<file path="config.mk">
export PLATFORM = sky130hd
export DESIGN_NAME = dmem_arbiter
export DESIGN_NICKNAME = d
export VERILOG_FILES = /design/src/rtl/dmem_arbiter.sv
export SDC_FILE = /design/constraint.sdc
export NUM_CORES = 1
export LEC_CHECK = 0
export CAP_MARGIN = 0
export CORE_MARGIN = 5
export CORE_UTILIZATION = 34
export DETAILED_ROUTE_END_ITERATION = 8
export PLACE_DENSITY = 0.94
export SLEW_MARGIN = 20
export SYNTH_ARGS = -nofsm -noshare
export SYNTH_HDL_FRONTEND = slang
export SYNTH_SLANG_ARGS = --single-unit
</file>
<file path="constraint.sdc">
create_clock -name clk -period 3.8 [get_ports clk]
set_clock_uncertainty 0.2 [all_clocks]
set_input_delay 0.38 -clock clk [delete_from_list [all_inputs] [get_ports clk]]
set_output_delay 0.38 -clock clk [all_outputs]
set_load 0.005 [all_outputs]
</file>
<file path="src/rtl/dmem_arbiter.sv">
// Two-requester arbiter for the single data-memory port: fixed priority to the
// CPU with a starvation guard for the debug/loader port, registered read return.
module dmem_arbiter #(
  parameter int ADDR_W   = 32,
  parameter int DATA_W   = 32,
  parameter int MAX_WAIT = 4,
  parameter int CNT_W    = 16
) (
  input  logic              clk,
  input  logic              rst,
  input  logic              req0,
  input  logic              we0,
  input  logic [ADDR_W-1:0] addr0,
  input  logic [DATA_W-1:0] wdata0,
  output logic              gnt0,
  output logic              rvalid0,
  input  logic              req1,
  input  logic              we1,
  input  logic [ADDR_W-1:0] addr1,
  input  logic [DATA_W-1:0] wdata1,
  output logic              gnt1,
  output logic              rvalid1,
  output logic [DATA_W-1:0] rdata,
  output logic [ADDR_W-1:0] mem_addr,
  output logic              mem_wen,
  output logic [DATA_W-1:0] mem_wdata,
  input  logic [DATA_W-1:0] mem_rdata,
  output logic [CNT_W-1:0]  contention_cnt
);

  localparam int WAIT_W = 8;

  logic [WAIT_W-1:0] wait_q, wait_d;
  logic              rvalid0_q, rvalid0_d;
  logic              rvalid1_q, rvalid1_d;
  logic [DATA_W-1:0] rdata_q, rdata_d;
  logic [CNT_W-1:0]  cnt_q, cnt_d;
  logic              force1;

  // Port 1 wins only when it has been starved for MAX_WAIT cycles.
  assign force1 = (wait_q == WAIT_W'(MAX_WAIT));
  assign gnt1   = ~rst & req1 & (~req0 | force1);
  assign gnt0   = ~rst & req0 & ~(req1 & force1);

  always_comb begin
    mem_addr  = '0;
    mem_wdata = '0;
    mem_wen   = 1'b0;
    if (!rst) begin
      mem_addr  = gnt1 ? addr1  : addr0;
      mem_wdata = gnt1 ? wdata1 : wdata0;
      mem_wen   = (gnt0 & we0) | (gnt1 & we1);
    end
  end

  always_comb begin
    wait_d = wait_q;
    if (!req1 || gnt1) begin
      wait_d = '0;
    end else if (wait_q < WAIT_W'(MAX_WAIT)) begin
      wait_d = wait_q + WAIT_W'(1);
    end
  end

  always_comb begin
    rvalid0_d = gnt0 & ~we0;
    rvalid1_d = gnt1 & ~we1;
    rdata_d   = (rvalid0_d | rvalid1_d) ? mem_rdata : rdata_q;
    cnt_d     = cnt_q;
    if (req0 && req1 && (cnt_q != {CNT_W{1'b1}})) begin
      cnt_d = cnt_q + CNT_W'(1);
    end
  end

  always_ff @(posedge clk or posedge rst) begin
    if (rst) begin
      wait_q    <= '0;
      rvalid0_q <= 1'b0;
      rvalid1_q <= 1'b0;
      rdata_q   <= '0;
      cnt_q     <= '0;
    end else begin
      wait_q    <= wait_d;
      rvalid0_q <= rvalid0_d;
      rvalid1_q <= rvalid1_d;
      rdata_q   <= rdata_d;
      cnt_q     <= cnt_d;
    end
  end

  assign rvalid0        = rvalid0_q;
  assign rvalid1        = rvalid1_q;
  assign rdata          = rdata_q;
  assign contention_cnt = cnt_q;

endmodule

</file>
==> run_results.csv, run 1 <==
group,metric,value,unit
run_status,outcome,"complete, no violations",
setup_path,crit_path_start_kind,"flop",
power_and_ir_drop,p_leak,2.799,nW
synthesis,postSynthCellCount,408,
timing,setup_violations,0,
grt,grt_overflow,0,
grt,grt_pass1_vias,4419,
placed_design,portBuffers,282,
cts,hold_buffers,0,
floorplanning,io_pins,283,
drt,wl_per_cell,19.11,um
drt,via_per_inst,5.169,
setup_path,required,3.22,ns
setup_path,path_max_fanout,65,
timing,fin_crit_sh,92.17,%
drt,vias,4228,
drt,drc_errors,0,
cts,cts_tree,"done",
power_and_ir_drop,power_density,348.3,nW/um2
grt,grt_pass1_wl,23390,um
setup_path,r2r_setup_slack,0.90,ns
flow_run,maxCapViolations,0,
floorplanning,start_util,35.06,%
min_path,min-delay-start,"rdata[1]",
synthesis,synth-edff-count,0,
drt,ant_nets,0,
synthesis,netlist.area_leader.share,39.92,%
cts,clock_path_buffers,2,
timing,fmax,285.5,MHz
setup_path,rr_endpoint,"rdata[0]",
setup_path,r2r_start,"wait_q[0]",
placed_design,gp_congestion,1.005,
timing,slew_headroom,46.85,%
grt,grt_usage,22.93,%
power_and_ir_drop,peakVddDrop,217.5,uV
drt,totalWireLength,15630,um
synthesis,synth.area.top_cells,"dfrtp_1, mux2_4, nand3_1",
floorplanning,die_h,113.4,um
cts,post_cts_buffers,0,
timing,finalMaxSlewViolations,0,
floorplanning,die_area,12860,um2
drt,routed.top_layer,"met4",
synthesis,synth_fp_nets,577,
min_path,min_to,"rdata[1]",
drt,dr.pass1.iters,5,
synthesis,ys_seq_elements,58,
synthesis,seq_area_frac_synth,39.92,%
synthesis,yosys-top-cells-count,"nand3_1, nand2_1, o21ai_0",
min_path,min_path_cells,1,
synthesis,synth_most_common_cell,"nand3_1",
synthesis,yosysUniqueCellTypes,40,
placed_design,place_hpwl,12730,um
cts,post_cts_resized,0,
cells_and_area,fin_nets,845,
synthesis,yosysWarnings,0,
setup_path,r2r_cells,8,
floorplanning,core_region_area,10370,um2
setup_path,endpoint_kind,"output pin",
min_path,worstHoldPathType,"reg2reg",
cells_and_area,drive_gt1_share,10.13,%
setup_path,crit_type,"reg2out",
drt,initialDrtViolationCount,293,
timing,setup_tns,0,ns
cells_and_area,final_core_util,65.34,%
synthesis,avgSynthCellArea,8.912,um2
drt,wl_met1,5754,um
floorplanning,die_x,113.4,um
drt,wl_met2,7775,um
synthesis,yosysTopAreaCell,"dfrtp_1",
synthesis,synth_flop_cell,"dfrtp_1",
timing,worst_pin_slew,0.7900,ns
timing,hold_viol,0,
setup_path,critPathLaunch,"wait_q[0]",
setup_path,crit_arrival,2.92,ns
cts,clkSinkCount,58,
drt,wl_met3,1567,um
cts,clk_pin_slew_worst_paths,0.08,ns
cts,cts_root_buf,"clkbuf_8",
cts,cts_buffers,9,
grt,antenna_found_initial,1,
synthesis,syn_area,3636,um2
cells_and_area,area_growth,86.34,%
floorplanning,rows,37,
timing,grt_setup_unrepaired,"false",
cts,cts_max_level,3,
grt,grt_max_degree,70,
power_and_ir_drop,power,2.360,mW
timing,post-route-min-period,3.502,ns
cts,clk_latency,0.33,ns
synthesis,synthArstFlopShare,100.0,%
per-stage QoR:
stage / std cells / setup WS (ns) / hold WS, ns / area (um2)
global route: 818 / 0.1205 / 0.3234 / 6775
CTS: 817 / 0.2486 / 0.3093 / 6773
floorplan: 408 / 0.5671 / 0.2464 / 3636
global placement: 801 / 0.5205 / 0.2887 / 6524
finish: 818 / 0.2977 / 0.3106 / 6775
detailed placement: 801 / 0.4384 / 0.2914 / 6524
cell type report:
class,instances,area (um2)
clock buffers,9,123.9
well taps,136,170.2
repair buffers,289,2888
diodes,1,2.502
fillers,786,3595
flip-flops and latches,58,1451
inverters,7,28.78
clock inverters,7,125.1
multi-input cells,311,1986
placed cells by master (no fill, tap or decap), types with 2 or more instances in the layout:
| cell | instances |
|---|---|
| clkdlybuf4s50_1 | 282 |
| nand3_1 | 74 |
| nand2_1 | 72 |
| o21ai_0 | 65 |
| dfrtp_1 | 58 |
| mux2_4 | 30 |
| and3_1 | 11 |
| clkbuf_8 | 9 |
| xnor2_1 | 8 |
| mux2_2 | 7 |
| nand4_1 | 6 |
| buf_4 | 6 |
| inv_1 | 5 |
| nor2_1 | 4 |
| nor4_1 | 3 |
| nor3_1 | 3 |
| a21oi_1 | 3 |
| and4_1 | 3 |
| ha_1 | 3 |
| bufinv_16 | 3 |
| clkinv_4 | 3 |
| nand2b_1 | 2 |
| xor2_1 | 2 |
logic make-up (layout without fill, tap and decap cells):
family          count (synthesis)  count (layout)  share of synthesized area (%)
simple gates                  186             186                          24.78
xor+xnor                       10              10                          2.409
fa+ha+maj                       3               3                          1.032
flops                          58              58                          39.92
compound gates                 74              74                          11.53
other cells                     0               1                              0
mux                            38              38                          14.83
buf+inv                        39             312                          5.506
routing by layer:
metal / global-route usage (%) / up-vias
met5: 0 / -
met4: 9.054 / 0
met3: 6.419 / 41
met2: 39.65 / 255
met1: 26.92 / 1956
li1: - / 1976
power breakdown:
group	internal, mW	leakage (nW)	switching, mW
clock network	0.441	0.124	0.262
logic	0.564	1.96	0.275
registers	0.722	0.716	0.0957
total	1.73	2.80	0.633
registers in the layout, indices dropped and copies added (netlist names):
register,flops
contention_cnt,16
rdata,32
rvalid0,1
rvalid1,1
wait_q,8
worst max path at each step:
stage	to	slack (ns)	cells after the start
2_1_floorplan	mem_wdata[22]	0.57	4
4_1_cts	mem_addr[3]	0.25	8
5_1_grt	mem_wdata[21]	0.12	8
6_report	mem_wdata[21]	0.30	8
3_5_place_dp	mem_addr[3]	0.44	6
3_3_place_gp	mem_addr[3]	0.52	6
critical path, stage by stage, from the launching register on:
cell	delay, ns
dfrtp_1	0.40
inv_1	0.10
ha_1	0.15
and4bb_4	0.28
a21bo_2	0.15
buf_4	0.53
nand3_1	0.26
o21ai_0	0.14
clkdlybuf4s50_1	0.53
(Power assumes the default switching activity.)
==> run 2: changes to the inputs <==
--- a/config.mk
+++ b/config.mk
@@ -6,8 +6,10 @@
 export NUM_CORES = 1
 export LEC_CHECK = 0
 export CAP_MARGIN = 0
-export CORE_MARGIN = 5
+export CORE_ASPECT_RATIO = 0.75
+export CORE_MARGIN = 3
 export CORE_UTILIZATION = 34
+export CTS_CLUSTER_SIZE = 28
 export DETAILED_ROUTE_END_ITERATION = 8
 export PLACE_DENSITY = 0.94
 export SLEW_MARGIN = 20
==> run 2 against run 1 <==
Net effect: cell area grew 1.2%; count of clock-buffer cells in the layout is the same; first-iteration DRC count grew 49%; non-clock buffer count rose by 2; sequential share of layout area down 0.26 points; total power rose by 6.8%; via count rose by 1.5%; clock power rose by 21%; sequential power up 0.5%; largest power group is now clock.
==> run_results.csv, run 2 (synthesis results as in run 1) <==
group,metric,value,unit
run_status,outcome,"complete, no violations",
cells_and_area,fillCellCount,802,
timing,finalMaxSlewViolations,0,
cts,cts_root_buf,"clkbuf_16",
grt,grt_usage,26.87,%
setup_path,r2r_setup_slack,0.88,ns
drt,ant_nets,0,
cts,cts_max_level,3,
floorplanning,start_util,35.06,%
setup_path,required,3.22,ns
drt,initialDrtViolationCount,438,
cts,cts_buffers,9,
drt,dr.pass1.iters,5,
min_path,min-delay-start,"rdata[5]",
setup_path,crit_type,"reg2out",
placed_design,place_hpwl,13370,um
grt,grt_max_degree,66,
timing,post-route-min-period,3.411,ns
cells_and_area,fin_nets,847,
floorplanning,die_area,11980,um2
power_and_ir_drop,p_leak,2.833,nW
timing,hold_viol,0,
drt,vias,4290,
cells_and_area,largest_register_ffs,32,
cells_and_area,layout.cells.most_common,"clkdlybuf4s50_1",
cells_and_area,drive_gt1_share,10.40,%
timing,fmax,293.2,MHz
floorplanning,rows,32,
timing,grt_setup_unrepaired,"false",
cts,clk_pin_slew_worst_paths,0.06,ns
drt,via_per_inst,5.206,
cts,hold_buffers,0,
drt,wl_per_cell,20.75,um
cts,post_cts_buffers,0,
cells_and_area,area_growth,88.61,%
cts,clkSinkCount,58,
timing,setup_violations,0,
power_and_ir_drop,power_density,367.5,nW/um2
setup_path,crit_arrival,2.83,ns
placed_design,gp_congestion,0.9019,
setup_path,crit_path_start_kind,"flop",
cts,post_cts_resized,0,
cts,cts_tree,"done",
grt,antenna_found_initial,5,
timing,setup_tns,0,ns
grt,grt_pass1_vias,4200,
flow_run,maxCapViolations,0,
cells_and_area,final_cell_mix,"clkdlybuf4s50_1, nand3_1, nand2_1, o21ai_0, dfrtp_1",
power_and_ir_drop,peakVddDrop,225.9,uV
cts,clk_latency,0.31,ns
setup_path,critPathLaunch,"wait_q[0]",
setup_path,endpoint_kind,"output pin",
floorplanning,die_x,125.4,um
setup_path,cp_slowest_stage_delay,0.58,ns
setup_path,r2r_start,"wait_q[0]",
drt,drc_errors,0,
setup_path,path_max_fanout,65,
grt,grt_overflow,0,
drt,totalWireLength,17100,um
timing,slew_headroom,49.49,%
floorplanning,io_pins,283,
timing,worst_pin_slew,0.7507,ns
setup_path,cpMaxStageDelayCell,"clkdlybuf4s50_1",
grt,grt_pass1_wl,24780,um
timing,fin_crit_sh,89.75,%
cts,clock_path_buffers,2,
placed_design,portBuffers,282,
floorplanning,die_h,95.56,um
min_path,worstHoldPathType,"reg2reg",
setup_path,crit_path_cell_trace,"inv_1, ha_1, and4bb_4, a21bo_2, buf_4, nand3_1, o21ai_0, clkdlybuf4s50_1",
floorplanning,core_region_area,10370,um2
cells_and_area,final_core_util,66.13,%
run 2: critical path: cells and delay by family (launching register included):
kind                     cells  cell delay (ns)
AO/OA/AOI/OAI                2             0.30
adder cells (fa/ha/maj)      1             0.16
buffers and inverters        3             1.22
flip-flops                   1             0.38
AND/OR/NAND/NOR              2             0.41
run 2: metrics by stage:
stage,hold WS (ns),area (um2),power (mW),worst slack [ns],instances
after global placement,0.2878,6526,1.635,0.7023,803
after CTS,0.3093,6845,2.536,0.4344,819
final,0.3095,6858,2.520,0.3894,824
after detailed placement,0.2924,6526,1.668,0.6866,803
after global routing,0.3262,6858,2.634,0.2580,824
after floorplan,0.2464,3636,1.104,0.5671,408
run 2: worst paths after layout:
| path | endpoint | depth (start not counted) |
|---|---|---|
| max reg2reg | rdata[0] | 8 |
| min in group asynchronous | rdata[26] | 2 |
| max | mem_wdata[7] | 8 |
| max in group asynchronous | rdata[31] | 3 |
| min reg2reg | rdata[5] | 1 |
| min | rdata[5] | 1 |
run 2: power breakdown:
part           leakage [nW]  switching, mW  internal (mW)
combinational          1.96          0.280          0.563
sequential            0.716         0.0985          0.724
clock                 0.151          0.283          0.572
total                  2.83          0.661           1.86
run 2: area by class of cell:
class                   count  area (um2)  area share, %
repair buffers            291        2890          42.15
multi-input cells         311        1986          28.95
flip-flops and latches     58        1451          21.16
clock buffers               9       225.2          3.284
well taps                 136       170.2          2.481
clock inverters             7       93.84          1.368
inverters                   7       28.78         0.4196
diodes                      5       12.51         0.1824
run 2: layer usage:
metal | wire, um | track usage, % | vias up | part of all wire, %
met1 | 6368 | 31.21 | 2052 | 37
met3 | 1091 | 5.263 | 30 | 6.4
met4 | 502 | 11.37 | 0 | 2.9
met2 | 9136 | 49.06 | 225 | 53
li1 | - | - | 1983 | -
met5 | 0 | 0 | - | 0
==> run 3: changes to the inputs <==
--- a/config.mk
+++ b/config.mk
@@ -12,7 +12,6 @@
 export CTS_CLUSTER_SIZE = 28
 export DETAILED_ROUTE_END_ITERATION = 8
 export PLACE_DENSITY = 0.94
-export SLEW_MARGIN = 20
 export SYNTH_ARGS = -nofsm -noshare
 export SYNTH_HDL_FRONTEND = slang
 export SYNTH_SLANG_ARGS = --single-unit
==> results of run 3 <==
Same layout as run 2: the final DEF is identical, and so are final timing and power.
